<file path="config.mk">
export PLATFORM = sky130hd
export DESIGN_NAME = uart_mem_loader
export DESIGN_NICKNAME = d
export VERILOG_FILES = /design/src/rtl/uart_mem_loader.sv
export SDC_FILE = /design/constraint.sdc
export NUM_CORES = 1
export LEC_CHECK = 0
export ABC_AREA = 1
export CORE_UTILIZATION = 28
export CTS_CLUSTER_DIAMETER = 30
export DETAILED_ROUTE_END_ITERATION = 6
export DONT_BUFFER_PORTS = 1
export SLEW_MARGIN = 5
export SYNTH_ARGS = -nofsm -noshare
export SYNTH_HDL_FRONTEND = slang
export SYNTH_SLANG_ARGS = --single-unit
</file>
<file path="constraint.sdc">
create_clock -name clk_in -period 2.6 [get_ports clk_in]
set_input_delay 0.39 -clock clk_in [delete_from_list [all_inputs] [get_ports clk_in]]
set_output_delay 0.39 -clock clk_in [all_outputs]
set_load 0.01 [all_outputs]
</file>
<file path="src/rtl/uart_mem_loader.sv">
// UART-to-BRAM bulk loader/dumper for sub-byte RAM words.
// Define UART_MEM_LOADER_CHECKSUM_EN to append a mod-256 checksum byte to each dump.
module uart_mem_loader #(
    parameter int WORD_WIDTH   = 8,
    parameter int DEPTH        = 40000,
    parameter int ADDR_WIDTH   = $clog2(DEPTH),
    parameter int READ_LATENCY = 2
) (
    input  logic                  clk_in,
    input  logic                  rst_in,
    input  logic                  start_load_in,
    input  logic                  start_dump_in,
    input  logic [ADDR_WIDTH:0]   length_in,
    input  logic                  rx_valid_in,
    input  logic [7:0]            rx_byte_in,
    input  logic                  tx_busy_in,
    output logic                  tx_trigger_out,
    output logic [7:0]            tx_byte_out,
    output logic                  mem_we_out,
    output logic [ADDR_WIDTH-1:0] mem_waddr_out,
    output logic [WORD_WIDTH-1:0] mem_wdata_out,
    output logic [ADDR_WIDTH-1:0] mem_raddr_out,
    input  logic [WORD_WIDTH-1:0] mem_rdata_in,
    output logic [ADDR_WIDTH:0]   words_loaded_out,
    output logic [1:0]            state_out,
    output logic                  done_out,
    output logic                  overflow_out
);

    localparam int K = 8 / WORD_WIDTH;
    localparam logic [3:0]          K4      = 4'(K);
    localparam logic [ADDR_WIDTH:0] K_W     = (ADDR_WIDTH+1)'(K);
    localparam logic [ADDR_WIDTH:0] DEPTH_W = (ADDR_WIDTH+1)'(DEPTH);
    localparam logic [ADDR_WIDTH:0] ONE_W   = (ADDR_WIDTH+1)'(1);

    typedef enum logic [1:0] {
        IDLE = 2'd0,
        LOAD = 2'd1,
        DUMP = 2'd2
    } state_t;

    typedef enum logic [2:0] {
        FETCH,
        WAIT,
        SEND,
        HOLD,
        FIN
    } sub_t;

    state_t state;
    sub_t   sub;

    logic [ADDR_WIDTH:0]     target;
    logic [ADDR_WIDTH:0]     wp;
    logic [ADDR_WIDTH:0]     rp;
    logic [3:0]              cnt;
    logic [3:0]              nb;
    logic [3:0]              issued;
    logic [3:0]              rcv;
    logic [7:0]              sh;
    logic [7:0]              acc;
    logic                    rd_issue;
    logic [READ_LATENCY-1:0] vld;
`ifdef UART_MEM_LOADER_CHECKSUM_EN
    logic [7:0]              sum;
    logic                    cks_phase;
`endif

    logic [ADDR_WIDTH:0] len_clip;
    logic [ADDR_WIDTH:0] rem;
    logic [ADDR_WIDTH:0] wp_inc;
    logic [3:0]          nb_next;
    logic [7:0]          src;
    logic                do_wr;

    // src is the byte feeding the unpacker: live rx byte or the shifted remainder
    always_comb begin
        len_clip = (length_in > DEPTH_W) ? DEPTH_W : length_in;
        rem      = words_loaded_out - ((state == DUMP) ? rp : '0);
        nb_next  = (rem >= K_W) ? K4 : 4'(rem);
        src      = (cnt != 4'd0) ? sh : rx_byte_in;
        do_wr    = (cnt != 4'd0) || rx_valid_in;
        wp_inc   = wp + ONE_W;
    end

    assign state_out = state;

    always_ff @(posedge clk_in) begin
        if (rst_in) begin
            state            <= IDLE;
            sub              <= FETCH;
            target           <= '0;
            wp               <= '0;
            rp               <= '0;
            cnt              <= '0;
            nb               <= '0;
            issued           <= '0;
            rcv              <= '0;
            sh               <= '0;
            acc              <= '0;
            rd_issue         <= 1'b0;
            vld              <= '0;
            tx_trigger_out   <= 1'b0;
            tx_byte_out      <= '0;
            mem_we_out       <= 1'b0;
            mem_waddr_out    <= '0;
            mem_wdata_out    <= '0;
            mem_raddr_out    <= '0;
            words_loaded_out <= '0;
            done_out         <= 1'b0;
            overflow_out     <= 1'b0;
`ifdef UART_MEM_LOADER_CHECKSUM_EN
            sum              <= '0;
            cks_phase        <= 1'b0;
`endif
        end else begin
            mem_we_out     <= 1'b0;
            tx_trigger_out <= 1'b0;
            done_out       <= 1'b0;
            rd_issue       <= 1'b0;
            vld[0]         <= rd_issue;
            for (int i = 1; i < READ_LATENCY; i++) begin
                vld[i] <= vld[i-1];
            end

            unique case (state)
                IDLE: begin
                    if (start_load_in) begin
                        overflow_out <= (length_in > DEPTH_W);
                        target       <= len_clip;
                        wp           <= '0;
                        cnt          <= '0;
                        if (len_clip == '0) begin
                            done_out         <= 1'b1;
                            words_loaded_out <= '0;
                        end else begin
                            state <= LOAD;
                        end
                    end else if (start_dump_in) begin
                        if (words_loaded_out == '0) begin
                            done_out <= 1'b1;
                        end else begin
                            state  <= DUMP;
                            sub    <= FETCH;
                            rp     <= '0;
                            nb     <= nb_next;
                            issued <= '0;
                            rcv    <= '0;
                            acc    <= '0;
`ifdef UART_MEM_LOADER_CHECKSUM_EN
                            sum       <= '0;
                            cks_phase <= 1'b0;
`endif
                        end
                    end
                end

                LOAD: begin
                    if ((cnt != 4'd0) && rx_valid_in) begin
                        overflow_out <= 1'b1;
                    end
                    if (do_wr) begin
                        mem_we_out    <= 1'b1;
                        mem_waddr_out <= wp[ADDR_WIDTH-1:0];
                        mem_wdata_out <= src[WORD_WIDTH-1:0];
                        sh            <= src >> WORD_WIDTH;
                        wp            <= wp_inc;
                        cnt           <= (cnt != 4'd0) ? cnt - 4'd1 : K4 - 4'd1;
                        // reaching the target discards the rest of the byte
                        if (wp_inc == target) begin
                            cnt              <= '0;
                            state            <= IDLE;
                            done_out         <= 1'b1;
                            words_loaded_out <= target;
                        end
                    end
                end

                DUMP: begin
                    unique case (sub)
                        FETCH: begin
                            if (issued != nb) begin
                                rd_issue      <= 1'b1;
                                mem_raddr_out <= rp[ADDR_WIDTH-1:0];
                                rp            <= rp + ONE_W;
                                issued        <= issued + 4'd1;
                            end
                            if (vld[READ_LATENCY-1]) begin
                                acc[rcv*WORD_WIDTH +: WORD_WIDTH] <= mem_rdata_in;
                                rcv <= rcv + 4'd1;
                                if (rcv + 4'd1 == nb) begin
                                    sub <= WAIT;
                                end
                            end
                        end
                        WAIT: begin
                            if (!tx_busy_in) begin
                                tx_trigger_out <= 1'b1;
                                tx_byte_out    <= acc;
                                sub            <= SEND;
`ifdef UART_MEM_LOADER_CHECKSUM_EN
                                if (!cks_phase) begin
                                    sum <= sum + acc;
                                end
`endif
                            end
                        end
                        SEND: begin
                            sub <= HOLD;
                        end
                        HOLD: begin
                            if (rp != words_loaded_out) begin
                                sub    <= FETCH;
                                nb     <= nb_next;
                                issued <= '0;
                                rcv    <= '0;
                                acc    <= '0;
                            end
`ifdef UART_MEM_LOADER_CHECKSUM_EN
                            else if (!cks_phase) begin
                                cks_phase <= 1'b1;
                                acc       <= sum;
                                sub       <= WAIT;
                            end
`endif
                            else begin
                                sub <= FIN;
                            end
                        end
                        FIN: begin
                            if (!tx_busy_in) begin
                                done_out <= 1'b1;
                                state    <= IDLE;
                            end
                        end
                        default: sub <= FETCH;
                    endcase
                end

                default: state <= IDLE;
            endcase
        end
    end

endmodule

</file>
; Yosys cells after proc, flatten, opt, wreduce, memory -nomap -nowiden
; Index checks and enable logic that the tools add are counted.
[totals]
reg_bits = 152
latchBits = 0
mem_bits_rw = 0
romBits = 0
inputBits = 39
out_inout_bits = 71
word_cells = 175
mem_count = 0
[classes]
n_addsub = 7
mul = 0
n_div = 0
order_cmp = 2
n_eq_ne = 34
shifts = 2
n_mux = 79
bitwise = 5
n_reduce_logical = 25
[ops]
columns = op, count
row1 = $mux 17, 13
row2 = $pmux 17 s2, 3
row3 = $mux 4, 16
row4 = $mux 8, 6
row5 = $pmux 4 s2, 6
row6 = $add 17x1->17 const B, 2
row7 = $logic_not 17->1, 2
row8 = $neg 7->34, 1
row9 = $shift 8x34->8 const A, 1
row10 = $shiftx 8x34->8, 1
row11 = $pmux 8 s2, 2
row12 = $ne 3x3->1 const B, 8
row13 = $mux 3, 7
row14 = $reduce_and 7->1, 3
row15 = $ne 2x2->1 const B, 10
row16 = $eq 17x17->1, 1
row17 = $ge 17x1->1 const B, 1
row18 = $gt 17x16->1 const B, 1
row19 = $ne 17x17->1, 1
row20 = $sub 17x17->17, 1
row21 = $mux 2, 8
row22 = $pmux 3 s5, 1
row23 = $mux 1, 12
row24 = $reduce_and 3->1, 4
row25 = other kinds (29), 43

; Depth between registers and ports, before layout
[depth]
word_depth = 9
mapped_depth = 21
ltp_nobuf = 20

; Worst setup path before layout
; Ideal clock, no wire load.
[synth_timing]
path_kind = register to register
startpoint = register state[0] (netlist: state_out[0])
endpoint = register nb[0]
setup_ps = 132
arrival_time_ps = 2573
t_required_ps = 2468
path_slack_ps = -105
stages_incl_launch_ff = 21
path_buffers = 1
period_less_slack_ps = 2705
path_cell_list = dfxtp_1 > nor2_2 > inv_2 > clkbuf_1 > nor2_1 > ha_1 > fa_1 > inv_1 > nand3_1 > nand2_1 > nand2_1 > nand2_1 > nand2_1 > nand2_1 > nand2_1 > nand2_1 > nand2_1 > nor2_1 > nand4_1 > nand2_1 > a21oi_1
[synth_between]
elab_chain_cells = 9
elab_cells_between_ends = 19
cone_classes = add/sub (1) / order compare (1) / eq/ne (6) / mux (8) / reduce/logical (3)
[synth_rtl]
columns = item, line_no
row1 = "start, declared", 50  ; state_t state;
row2 = "start signal, assigned", 90  ; state <= IDLE;
row3 = "start signal, assigned", 137  ; state <= LOAD;
row4 = "start signal, assigned", 143  ; state <= DUMP;
row5 = $eq 2x2->1, "79, 126"
row6 = $mux 17, 79  ; rem = words_loaded_out - ((state == DUMP) ? rp : '0);
row7 = $sub 17x17->17, 79
row8 = $ge 17x1->1, 80  ; nb_next = (rem >= K_W) ? K4 : 4'(rem);
row9 = $mux 4, 80
row10 = $mux 4, 140  ; if (words_loaded_out == '0) begin
row11 = $mux 4, 139  ; end else if (start_dump_in) begin
row12 = $mux 4, 128  ; if (start_load_in) begin
row13 = $pmux 4 s2, 126  ; unique case (state)
row14 = "end signal, assigned", 146  ; nb <= nb_next;
row15 = "end signal, assigned", 214  ; nb <= nb_next;
row16 = "end, declared", 57  ; logic [3:0] nb;
; Parallel ways exist; a longest one is shown, timed or not. The select of a mux whose other input is x is not followed.
; A chain may end at the register's enable or synchronous reset.

; Final worst setup path
[layout_timing]
startpoint = register wp[0]
endpoint = register words_loaded_out[14]
[layout_between]
elab_chain_cells = 4
[layout_rtl]
columns = item, line_no
row1 = "start, declared", 54  ; logic [ADDR_WIDTH:0] wp;
row2 = "start signal, assigned", 167  ; wp <= wp_inc;
row3 = $add 17x1->17, 83  ; wp_inc = wp + ONE_W;
row4 = $eq 17x17->1, 170  ; if (wp_inc == target) begin
row5 = $ne 2x2->1 (no line), n/a
row6 = $reduce_and 5->1 (no line), n/a
row7 = "end signal, assigned", 174  ; words_loaded_out <= target;
row8 = "end, declared", 24  ; output logic [ADDR_WIDTH:0] words_loaded_out,
; Every way passes these cells.

==> reports/qor.csv <==
metric;value;unit
status;complete, but fails checks;
violations;design-rule violations;
grt_start_max_net_pins;77;
crit_path_cell_trace;ha_1 -> nand2_2 -> nor2_8 -> nand2_2 -> nand2_1 -> nand2_1 -> nand2_1 -> nand3_1 -> nor2_1 -> nand2_1 -> nor2_4 -> nand3_4 -> nand2_8 -> nand3_1 -> nand2_1 -> nor2_1;
maxCapViolations;0;
fin_crit_sh;0.917;
n_antenna_cell;0;
clock_latency;0.44;ns
area_delta_synth_final;17.4;%
finalWirelength;27800;um
skew;0.0182;ns
port_buffers;0;
path_max_fanout;17;
synth_seq_cells;152;
relSlewSlack;0.581;
fmax;419;MHz
final_util;0.335;
synthCells;1369;
ys_warn_count;0;
peakVddDrop;0.422;mV
drtIter0Drc;540;
grt_pass1_wl;43300;um
cp-end-kind;flop;
required;2.92;ns
drc;10;
io_pins;110;
final_common_cell;nand2_1;
criticalPathCategory;flop to flop;
drv_slew;0;
clk_pin_slew_worst_paths;0.06;ns
syn_avg_cell_area;6.41;sq um
startpoint_type;flop;
slowest_delay;0.37;ns
fin_tns_setup;0;ns
min_path_type;primary input to flop;
cp_slowest_cell;dfxtp_2;
chipWidth;179;um
rsz0062_at_grt;false;
cts_max_level;4;
antenna_left;0;
grt_usage;0.174;
cp_common_cell;nand2_1;
fp.dieArea;32100;sq um
min_period;2.39;ns
first_global_vias;8271;
cts-root-buf;clkbuf_16;
fillers;3423;
syn_nets;1433;
num_rows;64;
drive_gt1_frac;0.108;
cts_buffer_depth;2;
synth_area;8780;sq um
setup_viol;0;
worst_slew_pin_slew;0.624;ns
synth.distinct_cells;41;
cts.sinks;152;
antenna_found_initial;0;
vias;8918;
start_util;0.286;
die_h;179;um
power.leakage;4.36;nW
cts_tree;built;
viasPerCell;4.94;
wl_per_cell;15.4;um
hold_viol_final;0;
grt_overflow;0;
arrival;2.71;ns
fin_nets;1460;
place.gp.congestion;0.947;
cts_buffers;17;
dr.pass1.iters;7;
yosysSeqAreaShare;0.347;
coreArea;30700;sq um
hpwl;21000;um
power_density;1010;nW/um^2
mostFrequentLayoutCells;nand2_1, nor2_1, dfxtp_1;
critical path, delay by kind of cell (launching register included):
family        cells  cell delay [ns]
simple gates     15             1.68
fa+ha+maj         1             0.21
flops             1             0.37
path summary, 6_finish.rpt:
kind             from              endpoint  slack (ns)  depth (start not counted)
max             wp[0]  words_loaded_out[14]        0.21                         16
min            rst_in      mem_wdata_out[5]        0.02                          1
max reg2reg     wp[0]  words_loaded_out[14]        0.21                         16
min reg2reg  rd_issue                vld[0]        0.40                          2
routing by layer:
| layer | up-vias | track usage | wire [um] |
|---|---|---|---|
| met5 | - | 0 | 0 |
| met4 | 0 | 0.0679 | 691 |
| met3 | 38 | 0.0500 | 2180 |
| met2 | 271 | 0.267 | 12100 |
| met1 | 4099 | 0.228 | 12800 |
| li1 | 4510 | - | - |
cell families after synthesis:
kind of cell             Yosys count  synth area share
AO/OA/AOI/OAI                    224             0.134
buffers and inverters            197            0.0882
XOR/XNOR                          30            0.0299
adder cells (fa/ha/maj)           25            0.0365
AND/OR/NAND/NOR                  741             0.365
flip-flops                       152             0.347
where the power goes:
group	leakage [nW]	switching [mW]	internal [mW]	total, mW
registers	1.23	0.422	2.64	3.06
logic	2.83	3.04	1.66	4.70
clock network	0.292	1.07	1.55	2.62
cells in the mapped netlist, drive strengths merged:
cell     instances  area [sq um]
nand3          105           531
and2             2          12.5
a21oi          135           676
o21ai           70           350
dfxtp          152          3040
a211oi           3          22.5
nand4           26           163
buf             15          91.3
nor4b            1          8.76
o21a             1          7.51
o21bai           1          11.3
xor2            20           175
nand2          368          1410
inv            146           548
nor3b            5          37.5
o2111ai          1          8.76
fa               1          20.0
nor3            23           120
xnor2           10          87.6
clkinv           5          18.8
o32ai            3          26.3
or2              1          6.26
clkbuf          31           116
nor2           189           773
o211ai           3          22.5
nor4            11          68.8
nand3b          10          75.1
ha              24           300
o22ai            5          31.3
o221ai           2          17.5
layout make-up:
cell class / instances / area, sq um / area share
multi-input combinational: 1021 / 5170 / 0.502
sequential: 152 / 3050 / 0.296
inverter: 151 / 567 / 0.0550
tap: 396 / 495 / 0.0481
clock buffer: 19 / 443 / 0.0430
timing repair buffer: 53 / 413 / 0.0401
clock inverter: 13 / 169 / 0.0164
state kept, by name, indices dropped and copies added, names as in the netlist, 2 cells and up:
register,cells
mem_wdata_out,8
mem_raddr_out,16
mem_waddr_out,16
rcv,4
vld,2
state_out,2
sub,3
rp,17
issued,4
acc,8
tx_byte_out,8
nb,4
words_loaded_out,17
target,17
cnt,4
wp,17
what timing repair did:
action                                 4_1_cts  5_1_grt
hold buffers                                 0        1
resized for setup                            0       44
setup buffers                                0        2
endpoints found under the hold margin        0        1
setup endpoints to repair                    0       18
stage by stage:
stage / setup slack, ns / instance area, sq um / std cells / power (mW) / hold slack, ns
2_1_floorplan: 0.0679 / 8780 / 1369 / 6.23 / 0.388
3_3_place_gp: 0.0885 / 9460 / 1769 / 7.49 / 0.400
3_5_place_dp: 0.0843 / 9460 / 1769 / 7.50 / 0.403
4_1_cts: 0.0697 / 10100 / 1801 / 10.2 / 0.00413
5_1_grt: 0.0150 / 10300 / 1805 / 11.2 / 0.00166
6_report: 0.215 / 10300 / 1805 / 10.4 / 0.0186
No activity file was read; power rests on OpenSTA's default activity.
